$ cat config.mk
export PLATFORM = sky130hd
export DESIGN_NAME = round_robin_arbiter
export DESIGN_NICKNAME = d
export VERILOG_FILES = /design/src/rtl/round_robin_arbiter.sv
export SDC_FILE = /design/constraint.sdc
export NUM_CORES = 1
export LEC_CHECK = 0
export ABC_AREA = 1
export CAP_MARGIN = 20
export CORE_MARGIN = 10
export CORE_UTILIZATION = 56
export DETAILED_ROUTE_END_ITERATION = 8
export MAX_ROUTING_LAYER = met4
export PLACE_DENSITY = 0.79
export REMOVE_ABC_BUFFERS = 1
export SYNTH_ARGS = -nofsm -noshare
export SYNTH_HDL_FRONTEND = slang
export SYNTH_SLANG_ARGS = --single-unit
export TNS_END_PERCENT = 50
$ cat constraint.sdc
create_clock -name clk -period 2.55 [get_ports clk]
set_clock_uncertainty 0.1 [all_clocks]
set_input_delay 0.765 -clock clk [delete_from_list [all_inputs] [get_ports clk]]
set_output_delay 0.765 -clock clk [all_outputs]
set_load 0.005 [all_outputs]
$ cat src/rtl/round_robin_arbiter.sv
// Round-robin arbiter with registered one-hot/binary grant, zero-bubble handoff
// and a per-owner hold limit that forces rotation under sustained contention.
module round_robin_arbiter #(
  parameter int N        = 4,
  parameter int IDX_W    = 2,
  parameter int MAX_HOLD = 8
) (
  input  logic             clk,
  input  logic             rst_n,
  input  logic [N-1:0]     req_i,
  output logic [N-1:0]     gnt_o,
  output logic [IDX_W-1:0] gnt_idx_o,
  output logic             gnt_valid_o
);
  localparam int HW = $clog2(MAX_HOLD + 1);

  typedef enum logic {IDLE, GRANT} state_t;

  state_t           r_state, w_state_nxt;
  logic [IDX_W-1:0] r_ptr, w_ptr_nxt;
  logic [IDX_W-1:0] r_owner, w_owner_nxt;
  logic [HW-1:0]    r_hold, w_hold_nxt;
  logic [N-1:0]     r_gnt;

  logic             w_idle_hit, w_rot_hit, w_own_req;
  logic [IDX_W-1:0] w_idle_idx, w_rot_idx, w_owner_inc;

  function automatic logic [IDX_W-1:0] wrap_inc(input logic [IDX_W-1:0] x);
    return (x == IDX_W'(N - 1)) ? '0 : x + IDX_W'(1);
  endfunction

  function automatic logic [N-1:0] onehot(input logic [IDX_W-1:0] x);
    logic [N-1:0] oh;
    oh = '0;
    for (int k = 0; k < N; k++) oh[k] = (IDX_W'(k) == x);
    return oh;
  endfunction

  // First set bit among 'span' positions starting at 'start', wrapping modulo N.
  function automatic logic [IDX_W:0] find_first(input logic [N-1:0] req,
                                                input logic [IDX_W-1:0] start,
                                                input int span);
    logic             hit;
    logic [IDX_W-1:0] idx;
    int               pos;
    hit = 1'b0;
    idx = '0;
    for (int k = 0; k < N; k++) begin
      pos = int'(start) + k;
      if (pos >= N) pos = pos - N;
      if (!hit && k < span && req[pos]) begin
        hit = 1'b1;
        idx = IDX_W'(pos);
      end
    end
    return {hit, idx};
  endfunction

  assign w_owner_inc             = wrap_inc(r_owner);
  assign w_own_req               = |(req_i & onehot(r_owner));
  assign {w_idle_hit, w_idle_idx} = find_first(req_i, r_ptr, N);
  // Span N-1 from owner+1 never reaches the owner itself.
  assign {w_rot_hit, w_rot_idx}   = find_first(req_i, w_owner_inc, N - 1);

  always_comb begin
    w_state_nxt = r_state;
    w_ptr_nxt   = r_ptr;
    w_owner_nxt = r_owner;
    w_hold_nxt  = r_hold;
    case (r_state)
      IDLE: begin
        if (w_idle_hit) begin
          w_state_nxt = GRANT;
          w_owner_nxt = w_idle_idx;
          w_hold_nxt  = HW'(1);
          w_ptr_nxt   = wrap_inc(w_idle_idx);
        end
      end
      GRANT: begin
        if (w_own_req && r_hold < HW'(MAX_HOLD)) begin
          w_hold_nxt = r_hold + HW'(1);
        end else if (w_rot_hit) begin
          w_owner_nxt = w_rot_idx;
          w_hold_nxt  = HW'(1);
          w_ptr_nxt   = wrap_inc(w_rot_idx);
        end else if (w_own_req) begin
          w_hold_nxt = HW'(1);
          w_ptr_nxt  = w_owner_inc;
        end else begin
          w_state_nxt = IDLE;
          w_owner_nxt = '0;
          w_hold_nxt  = '0;
        end
      end
      default: w_state_nxt = IDLE;
    endcase
  end

  always_ff @(posedge clk) begin
    if (!rst_n) begin
      r_state <= IDLE;
      r_ptr   <= '0;
      r_owner <= '0;
      r_hold  <= '0;
      r_gnt   <= '0;
    end else begin
      r_state <= w_state_nxt;
      r_ptr   <= w_ptr_nxt;
      r_owner <= w_owner_nxt;
      r_hold  <= w_hold_nxt;
      r_gnt   <= (w_state_nxt == GRANT) ? onehot(w_owner_nxt) : '0;
    end
  end

  assign gnt_o       = r_gnt;
  assign gnt_idx_o   = r_owner;
  assign gnt_valid_o = (r_state == GRANT);

endmodule

==> flow_summary.json <==
{
  "yosysWarnings": 0,
  "netlist_instances": 209,
  "end_kind": "flop",
  "r2r_slack_ns": 0.28,
  "crit_chain": "clkdlybuf4s50_1, inv_1, nand2_2, nand3_1, nand2_2, nor2_4, nand3_2, nand3_1, inv_1, nand2_1, nand2_1, nand2_1, nand3_1, nand2_1, inv_1",
  "cts_setup_buffers": 0,
  "synth_area_um2": 1240,
  "die_w_um": 67.0,
  "placed_area_um2": 1440,
  "cts_tree": "built",
  "setup_viol": 0,
  "synth_area_leader_cell": "nand2_1",
  "clockBufferDepth": 2,
  "wl_per_cell_um": 11.4,
  "h-tree-depth": 1,
  "clk_pin_slew_worst_paths_ns": 0.08,
  "fin_nets": 246,
  "grt_pass1_vias": 1193,
  "crit_top_cell": "nand2_1",
  "clk-insertion-delay-late_ns": 0.28,
  "fin_crit_ns": 2.42,
  "fmax_mhz": 413,
  "synth.ff_latch_count": 13,
  "die_h_um": 67.0,
  "period_share": 0.950,
  "crit_fanout": 4,
  "port_buffers": 12,
  "required_ns": 2.64,
  "drv_slew": 0,
  "fin_area_um2": 1470,
  "antenna_found_initial": 0,
  "drc": 0,
  "ant_nets": 0,
  "irDropWorstVdd_v": 0.000816,
  "diodes": 0,
  "synth_top_area_frac": 0.227,
  "crit_arrival_ns": 2.52,
  "syn_to_final_growth_pct": 18.7,
  "rsz0062_at_grt": "yes",
  "grt_max_degree": 15,
  "cts.sinks": 13,
  "vias": 1341,
  "avgSynthCellArea_um2": 5.93,
  "drive_gt1_frac": 0.177,
  "max-cap-violations": 0,
  "post-dp-hpwl_um": 2460,
  "viasPerCell": 5.18,
  "drt_wl_total_um": 2960,
  "finalNonFillerCells": 259,
  "drtPass1Iterations": 4,
  "hold_viol_final": 0,
  "drt_iter0_drc": 109,
  "grt_first_pass_wirelength_um": 5110,
  "grtUsageTotal": 0.141,
  "io_pins": 13,
  "cpPeakStageDelay_ns": 0.45,
  "die-area_um2": 4490,
  "crit_type": "in2reg",
  "start_util": 0.613,
  "ys_top_cells_by_area": "nand2_1 23%, dfxtp_1 21%, nand3_1 8.5%",
  "ys_seq_area_frac": 0.210,
  "core_um2": 2020,
  "leakage_uw": 0.000791,
  "num_rows": 16,
  "synth_cell_types": 23,
  "dpl.cell_count": 255,
  "overflow": 0,
  "cp-start-kind": "primary input",
  "cpMaxStageDelayCell": "clkdlybuf4s50_1",
  "worst_pin_slew_ns": 0.439,
  "max_slew_margin": 0.707,
  "min-delay-path-class": "reg2reg",
  "outcome": "finished, final reports clean",
  "hold_ws_ns": 0.393,
  "cts_root_buf": "clkbuf_4",
  "gp_congestion": 0.866,
  "cts_made_buffers": 3,
  "powerDensity_nw_per_um2": 1270
}
==> where the power goes <==
group	leakage [uW]	internal, uW	switching (uW)
sequential	0.000107	266	70.0
clock	0.0000150	60.8	71.3
combinational	0.000669	539	858
total	0.000791	866	999
==> metrics by stage <==
stage,power [uW],utilization,setup WS (ns),TNS (ns)
after floorplan,1310,-,0.266,0
after global placement,1660,0.711,-0.124,-0.569
after detailed placement,1720,0.711,-0.169,-0.987
after CTS,1850,0.724,0.135,0
after global routing,2080,0.727,-0.0104,-0.0104
final,1870,0.727,0.126,0
==> path summary, 6_finish.rpt <==
| path | cells past startpoint | to | start |
|---|---|---|---|
| setup / recovery | 15 | r_ptr[1] | req_i[1] |
| setup reg to reg | 15 | r_ptr[1] | gnt_idx_o[1] |
| hold / removal | 2 | r_hold[3] | r_hold[3] |
| hold reg to reg | 2 | r_hold[3] | r_hold[3] |
==> layer usage <==
| metal | GRT usage | up-vias | routed length (um) |
|---|---|---|---|
| met5 | - | - | 0 |
| met4 | 0.0410 | 0 | 19 |
| met3 | 0.0334 | 3 | 88 |
| met2 | 0.230 | 14 | 1480 |
| met1 | 0.167 | 617 | 1370 |
| li1 | - | 707 | - |
==> cell usage after synthesis, drive strengths merged <==
| library cell | count |
|---|---|
| a32oi | 1 |
| nand2 | 87 |
| nand4 | 3 |
| a21oi | 6 |
| o21ai | 10 |
| ha | 7 |
| nand3 | 24 |
| inv | 32 |
| buf | 2 |
| o22ai | 1 |
| a31oi | 1 |
| a22o | 2 |
| dfxtp | 13 |
| nor2 | 20 |
==> cells in the final DEF, fill, tap and decap left out, types with 5 or more instances in the layout <==
cell type / synthesis / layout
o21ai_0: 7 / 6
inv_1: 27 / 26
ha_1: 7 / 7
dfxtp_1: 13 / 13
clkdlybuf4s50_1: 0 / 12
buf_4: 0 / 9
nand2_1: 75 / 74
a21oi_1: 6 / 6
inv_2: 4 / 5
nand2_2: 11 / 12
nand3_1: 21 / 21
nor2_1: 15 / 15
==> registers in the layout, summed over array words and instances, names as in the netlist <==
name	flops
gnt_idx_o	2
gnt_o	4
gnt_valid_o	1
r_hold	4
r_ptr	2
==> final cells by class <==
cell class | count | area [um2]
clock buffer | 4 | 26.3
fill | 188 | 552
inverter | 32 | 123
multi-input combinational | 162 | 840
sequential | 13 | 260
tap | 27 | 33.8
timing repair buffer | 21 | 188
==> kinds of logic after synthesis <==
family                     after synthesis  share of synthesized area
and+or+nand+nor                        134                      0.503
AOI/OAI and AO/OA                       21                     0.0990
DFF                                     13                      0.210
adders and majority gates                7                     0.0707
buffers and inverters                   34                      0.117
==> worst max-delay path: cells and delay by family <==
family | cells | cell delay, ns
buffers and inverters | 4 | 0.72
AND/OR/NAND/NOR | 11 | 1.04
==> repair_timing <==
action	CTS	global route
resized for setup	0	4
hold buffers	0	0
endpoints found under the setup margin	0	5
Power figures use the tool's default switching activity.
